$ cat config.mk
export PLATFORM = sky130hd
export DESIGN_NAME = mem_wb_writeback
export DESIGN_NICKNAME = d
export VERILOG_FILES = /design/src/rtl/mem_wb_writeback_pkg.sv /design/src/rtl/mem_wb_writeback_load_extract.sv /design/src/rtl/mem_wb_writeback.sv
export SDC_FILE = /design/constraint.sdc
export NUM_CORES = 1
export LEC_CHECK = 0
export ABC_AREA = 1
export CORE_UTILIZATION = 45
export CTS_CLUSTER_SIZE = 10
export DETAILED_ROUTE_END_ITERATION = 8
export PLACE_DENSITY = 0.78
export SYNTH_ARGS = -nofsm -noshare
export SYNTH_HDL_FRONTEND = slang
export SYNTH_SLANG_ARGS = --single-unit
$ cat constraint.sdc
create_clock -name clk -period 1.7 [get_ports clk]
set_input_delay 0.425 -clock clk [delete_from_list [all_inputs] [get_ports clk]]
set_output_delay 0.425 -clock clk [all_outputs]
set_load 0.01 [all_outputs]
$ cat src/rtl/mem_wb_writeback_pkg.sv
// Shared definitions for the MEM/WB writeback slice.
//   - Load-type encodings carried by mem_load_type.
//   - Default datapath and register-address widths.
//   - The hard-wired zero register index.
package mem_wb_writeback_pkg;

    localparam int unsigned DATA_W_DEF = 32;
    localparam int unsigned ADDR_W_DEF = 5;

    localparam logic [2:0] LT_LW  = 3'd0;
    localparam logic [2:0] LT_LH  = 3'd1;
    localparam logic [2:0] LT_LHU = 3'd2;
    localparam logic [2:0] LT_LB  = 3'd3;
    localparam logic [2:0] LT_LBU = 3'd4;

    localparam logic [4:0] REG_ZERO = 5'd0;

endpackage

$ cat src/rtl/mem_wb_writeback_load_extract.sv
// Sub-word load extraction (the load_extract block).
// Purely combinational so it can be reused by a future load-forwarding path.
// Ports:
//   load_type  in   3       LT_* encoding; unknown codes behave as lw
//   off        in   2       byte offset of the effective address
//   word       in   DATA_W  aligned word read from data memory
//   result     out  DATA_W  extended load value
module mem_wb_writeback_load_extract
    import mem_wb_writeback_pkg::*;
#(
    parameter int unsigned DATA_W = DATA_W_DEF
) (
    input  logic [2:0]        load_type,
    input  logic [1:0]        off,
    input  logic [DATA_W-1:0] word,
    output logic [DATA_W-1:0] result
);

    logic [DATA_W-1:0] lane_shift;
    logic [7:0]        lane;
    logic [15:0]       half;

    // Byte lane k sits at bits [8k+7:8k]; shift it down to bit 0.
    assign lane_shift = word >> {off, 3'b000};
    assign lane       = lane_shift[7:0];
    // off[0] is ignored: misaligned halfwords are not trapped.
    assign half       = off[1] ? word[31:16] : word[15:0];

    always_comb begin
        result = word;
        case (load_type)
            LT_LH:   result = {{(DATA_W-16){half[15]}}, half};
            LT_LHU:  result = {{(DATA_W-16){1'b0}}, half};
            LT_LB:   result = {{(DATA_W-8){lane[7]}}, lane};
            LT_LBU:  result = {{(DATA_W-8){1'b0}}, lane};
            default: result = word;
        endcase
    end

endmodule

$ cat src/rtl/mem_wb_writeback.sv
// MEM/WB pipeline register plus writeback select. Drives the register file
// write port (C = wb_dest, Cdata = wb_data, sel = wb_write_en).
// Ports:
//   clk, rst             clock; synchronous active-high reset
//   stall, flush         hold contents / insert a bubble (flush wins)
//   mem_*                MEM-stage control and data to be captured
//   wb_write_en          register file write enable, never set for $0
//   wb_dest              register file write address
//   wb_data              register file write data (driven even when not writing)
//   retired              count of captured valid instructions, wraps
module mem_wb_writeback
    import mem_wb_writeback_pkg::*;
#(
    parameter int unsigned DATA_W = DATA_W_DEF,
    parameter int unsigned ADDR_W = ADDR_W_DEF
) (
    input  logic              clk,
    input  logic              rst,
    input  logic              stall,
    input  logic              flush,
    input  logic              mem_valid,
    input  logic              mem_reg_write,
    input  logic              mem_mem_to_reg,
    input  logic              mem_link,
    input  logic [2:0]        mem_load_type,
    input  logic [ADDR_W-1:0] mem_dest,
    input  logic [DATA_W-1:0] mem_alu_result,
    input  logic [DATA_W-1:0] mem_read_data,
    input  logic [DATA_W-1:0] mem_pc_plus8,
    output logic              wb_write_en,
    output logic [ADDR_W-1:0] wb_dest,
    output logic [DATA_W-1:0] wb_data,
    output logic [31:0]       retired
);

    logic              valid_q;
    logic              reg_write_q;
    logic              mem_to_reg_q;
    logic              link_q;
    logic [2:0]        load_type_q;
    logic [ADDR_W-1:0] dest_q;
    logic [DATA_W-1:0] alu_result_q;
    logic [DATA_W-1:0] read_data_q;
    logic [DATA_W-1:0] pc_plus8_q;
    logic [31:0]       retired_q;

    logic [DATA_W-1:0] load_value;

    // Priority: rst > flush > stall > capture.
    always_ff @(posedge clk) begin
        if (rst) begin
            valid_q      <= 1'b0;
            reg_write_q  <= 1'b0;
            mem_to_reg_q <= 1'b0;
            link_q       <= 1'b0;
            load_type_q  <= LT_LW;
            dest_q       <= '0;
            alu_result_q <= '0;
            read_data_q  <= '0;
            pc_plus8_q   <= '0;
            retired_q    <= '0;
        end else if (flush) begin
            // Bubble; the retire count is left alone.
            valid_q      <= 1'b0;
            reg_write_q  <= 1'b0;
            mem_to_reg_q <= 1'b0;
            link_q       <= 1'b0;
            load_type_q  <= LT_LW;
            dest_q       <= '0;
            alu_result_q <= '0;
            read_data_q  <= '0;
            pc_plus8_q   <= '0;
        end else if (!stall) begin
            valid_q      <= mem_valid;
            reg_write_q  <= mem_reg_write;
            mem_to_reg_q <= mem_mem_to_reg;
            link_q       <= mem_link;
            load_type_q  <= mem_load_type;
            dest_q       <= mem_dest;
            alu_result_q <= mem_alu_result;
            read_data_q  <= mem_read_data;
            pc_plus8_q   <= mem_pc_plus8;
            if (mem_valid) begin
                retired_q <= retired_q + 32'd1;
            end
        end
    end

    mem_wb_writeback_load_extract #(
        .DATA_W (DATA_W)
    ) u_load_extract (
        .load_type (load_type_q),
        .off       (alu_result_q[1:0]),
        .word      (read_data_q),
        .result    (load_value)
    );

    always_comb begin
        wb_write_en = valid_q & reg_write_q & (dest_q != ADDR_W'(REG_ZERO));
        wb_dest     = dest_q;
        if (link_q) begin
            wb_data = pc_plus8_q;
        end else if (mem_to_reg_q) begin
            wb_data = load_value;
        end else begin
            wb_data = alu_result_q;
        end
    end

    assign retired = retired_q;

endmodule

After elaboration in Yosys (flattened, before gate mapping). Cells that the tools add are included.

Memory bits (writable): 0. Bits in latches: 0. Memories: 0. ROM bits: 0. Flip-flop bits (word level): 140. Word-level logic and storage cells: 27.

Divide/modulo/power cells: 0. Multiplexer cells: 4. Reductions and logical operators: 3. Bitwise operators: 4. Add/subtract/negate cells: 1. Shifts and indexed selects: 1. Multipliers: 0. Equal/unequal tests: 4. Magnitude comparators: 0.

Operators by type and width (count): one-hot mux 32 bit (4 select lines) (1); two-way mux 32 bit (2); adder 32 x 1 -> 32 bit, second input constant (1); right shift 32 x 5 -> 8 bit (1); two-way mux 16 bit (1); equality test 3 x 2 -> 1 bit, second input constant (2); nonzero test 5 bit (1); equality test 3 x 1 -> 1 bit, second input constant (1); equality test 3 bit, second input constant (1); AND reduction 3 bit (1); bitwise AND 1 bit (2); NOT 1 bit (2); OR reduction 2 bit (1).

Logic depth before layout (Yosys ltp).
Depth after elaboration: 4. Mapped depth: 10. Depth with buffers taken out: 9.

Cells and area by module. A second synthesis with hierarchy kept.

Cells, all modules: 1152. Area, all modules: 7279.5 um2.

Modules (own cells, without submodules): mem_wb_writeback (cells an instance 911, instances 1, area each 6100.9 um2, sequential area each 2802.7 um2); mem_wb_writeback_load_extract (cells an instance 241, instances 1, area each 1178.6 um2, sequential area each 0.0 um2).

Least setup slack after synthesis. No wires, ideal clock.

Kind: flip-flop to output port. From: reg load_type_q[0]. To: out wb_data[0]. Arrival time: 1.263 ns. Required time: 1.275 ns. Cell stages (with the launch flop): 11. Slack: 0.012 ns. Cell sequence: dfxtp_1 -> inv_2 -> nand3_2 -> nand2_2 -> inv_2 -> nand2_2 -> buf_6 -> nand3_1 -> nand2_1 -> nand2_1 -> a21oi_1.

Cells in the longest elaborated chain, start to end: 4. Elaborated cells on any way between the ends: 7.

RTL lines: start: declaration (line mem_wb_writeback.sv:40) `logic [2:0] load_type_q;`; start signal: assignment (line mem_wb_writeback.sv:78) `load_type_q <= mem_load_type;`; equality test 3 bit, or another cell as far along (line mem_wb_writeback_load_extract.sv:31) `case (load_type)`; one-hot mux 32 bit (4 select lines) (*) (line mem_wb_writeback_load_extract.sv:31); two-way mux 32 bit (*) (line mem_wb_writeback.sv:103) `end else if (mem_to_reg_q) begin`; two-way mux 32 bit (*) (line mem_wb_writeback.sv:101) `if (link_q) begin`; end: declaration (line mem_wb_writeback.sv:32) `output logic [DATA_W-1:0] wb_data,`.

Every way passes the cells marked *; elsewhere a longest branch is shown, timed or not.

Worst setup path in the final report.
From: reg alu_result_q[1]. To: out wb_data[28].

Cells in the longest elaborated chain, start to end: 4. Elaborated cells on any way between the ends: 5.

RTL lines: start: declaration (line mem_wb_writeback.sv:42) `logic [DATA_W-1:0] alu_result_q;`; start signal: assignment (line mem_wb_writeback.sv:80) `alu_result_q <= mem_alu_result;`; right shift 32 x 5 -> 8 bit / two-way mux 16 bit (equally long branches) (line mem_wb_writeback_load_extract.sv:24, mem_wb_writeback_load_extract.sv:27); one-hot mux 32 bit (4 select lines) (*) (line mem_wb_writeback_load_extract.sv:31); two-way mux 32 bit (*) (line mem_wb_writeback.sv:103); two-way mux 32 bit (*) (line mem_wb_writeback.sv:101).

Marks and branches as above.

==> results.ini <==
[synthesis]
postSynthAreaPerCell_sq_um = 6.48
synth-seq-cells = 140
synth_area_sq_um = 7050
synth_area_leaders = dfxtp_1, nand2_1, a21oi_1, nor2_1, o21ai_0
synth_edf_count = 0
synth_area_leader_cell = dfxtp_1
ys_seq_area_share_pct = 39.8
synth.area.mux_share_pct = 0
synth_cells = 1087
synth.distinct_cells = 34
synth.net_count = 1200
ys_warn_count = 0
synth-main-ff-cell = dfxtp_1
synth-compound-area-share_pct = 18.9
synth_adder_area_share_pct = 0.178
yosys.area_share.simple_pct = 32.3
synth_top_family_by_area = simple AND/OR/NAND/NOR gates
synth_top_cell_area_share_pct = 39.8
async_reset_ff_share_pct = 0
synth_xor_area_share_pct = 0.746

[worst_setup_path]
path_class = flop to primary output
cp_data_required_time_ps = 1270
start_kind = flop
slowest_stage = dfxtp_4
cp_max_fo = 8
end_kind = primary output
worstPathArrival_ps = 1900
crit_chain = nand2_2, o211ai_1, buf_4, nand3_4, nand2_8, buf_16, nor2_4, o21ai_2, buf_2
critPathMaxStageDelay_ps = 400

[die]
fp.dieH_um = 127
io_pins = 182
initial_core_util_pct = 46.2
core_sq_um = 15300
dieArea_sq_um = 16200
die_x_um = 127
rows = 45

[timing]
relSlewSlack_pct = 56.6
timing.setup.tns_ps = -17870
rsz0062_at_grt = true
slew_violations = 0
setup_viol = 32
worst_pin_slew_ps = 651
max_freq_mhz = 430
final_hold_viol_count = 0
fin_crit_ps = 2320
post-route-period-util_pct = 137
skew_ps = 12.5
finalWorstSetupSlack_ps = -623

[route]
wirelength_um = 24700
first_pass_iters = 6
wire_per_inst_um = 15.9
vias_per_cell = 5.31
detail-route-antenna-nets = 0
drtIter0Drc = 760
drc = 0
vias = 8244

[outcome]
status = complete, but fails checks
violations = negative setup slack

[clock_network]
root_buffer = clkbuf_16
h-tree-depth = 4
clock-sinks = 140
cts_tree = built
numCtsBuffers = 17
cts_buffer_depth = 2
clock_latency_ps = 430
path_clk_slew_ps = 60
holdBufCountCts = 0

[global_routing]
met3_usage_pct = 6.45
antenna_found_initial = 0
overflow = 0
grt_pass1_vias = 7777
grt_pass1_wl_um = 38500
grt_use_total_pct = 30.3
use_met2_pct = 49.8
use_met1_pct = 38.6
globalRoute.busiestLayer = met2
grt_start_max_net_pins = 137

[final_layout]
area_growth_pct = 51.9
final_nets = 1444
fin_util_pct = 70.1
drive_gt1_share_pct = 22.0
antenna_cells = 0

[power_and_ir_drop]
ir_worst_vdd_v = 0.000731
leakagePower_nw = 4.37
powerDensity_nw_per_um2 = 806

[placement]
gp_congestion = 0.904
dp_hpwl_um = 16500
port_buffers = 181

[flow_run]
maxCapViolCount = 0

[min_path]
hold_path_class = flop to flop

-- layout by cell type, fill, tap and decap left out, drive strengths merged, types with 2 or more instances in the layout --
master and count:
a21oi 96, nand3 28, clkinvlp 3, a211oi 28, o211ai 8, and2 2
xor2 6, dfxtp 140, o21ai 112, inv 73, dlygate4sd2 37, bufinv 4
buf 140, nand4 7, nor3 4, clkinv 6, o21bai 2, clkbuf 19
nor2 135, clkdlybuf4s50 110, nand2 377
-- layer usage --
layer  vias up  wire length, um
met3        66             1980
met4         0              786
met2       358            11500
met5         -                0
li1       3996                -
met1      3824            10400
-- synth_stat cells (all sizes together), types with 4 or more instances --
library cell,count
nand2,376
dfxtp,140
nor2,135
o21ai,112
a21oi,96
inv,73
clkbuf,35
buf,29
a211oi,28
nand3,28
o211ai,8
nand4,7
xor2,6
nor3,4
-- layout make-up --
type	instances	area (sq um)
Timing Repair Buffer	288	2600
Sequential cell	140	2840
Fill cell	1241	4560
Clock inverter	12	171
Multi-Input combinational cell	810	4080
Clock buffer	19	443
Inverter	74	303
Tap cell	211	264
-- power by group --
group          switching [mW]  total (mW)  internal [mW]
clock                    1.45        3.92           2.48
combinational           0.652        1.27          0.616
sequential             0.0631        3.43           3.37
total                    2.16        8.62           6.46
-- worst max-delay path, delay by kind of cell (launching register included) --
kind                   cells  cell delay, ps
buffers and inverters      3             470
DFF                        1             400
and+or+nand+nor            4             350
AOI/OAI and AO/OA          2             250
-- through the flow --
step           hold WS, ps  setup WS, ps  total power [mW]  cell area [sq um]  cells
2_1_floorplan          433          12.2              3.99               7050   1087
3_3_place_gp           438          -678              4.65               9690   1512
3_5_place_dp           453          -692              4.66               9690   1512
4_1_cts                463          -549              8.56              10500   1549
5_1_grt                484          -696              8.90              10700   1554
6_report               460          -623              8.62              10700   1554
-- state kept, by name, summed over array words and instances, names as in the netlist --
signal / cells
valid_q: 1
mem_to_reg_q: 1
alu_result_q: 32
load_type_q: 3
wb_dest: 5
reg_write_q: 1
link_q: 1
pc_plus8_q: 32
retired: 32
read_data_q: 32
-- timing repair --
item,in CTS,in global routing
cloned,3,0
endpoints found under the hold margin,0,0
setup endpoints to repair,70,33
pin swaps,22,22
resized for setup,286,48
buffers inserted,3,5
-- cell families after synthesis --
family,after synthesis
AO/OA/AOI/OAI,247
adder cells (fa/ha/maj),1
buffers and inverters,138
flip-flops,140
XOR/XNOR,6
AND/OR/NAND/NOR,555
-- final timing paths --
check / from / endpoint / slack, ps / cells past startpoint
setup reg to reg: retired[1] / retired[28] / 130 / 9
hold / removal: alu_result_q[2] / alu_result_q[2] / 460 / 2
hold reg to reg: alu_result_q[2] / alu_result_q[2] / 460 / 2
setup / recovery: alu_result_q[1] / wb_data[28] / -620 / 9
No activity file was read; power rests on OpenSTA's default activity.
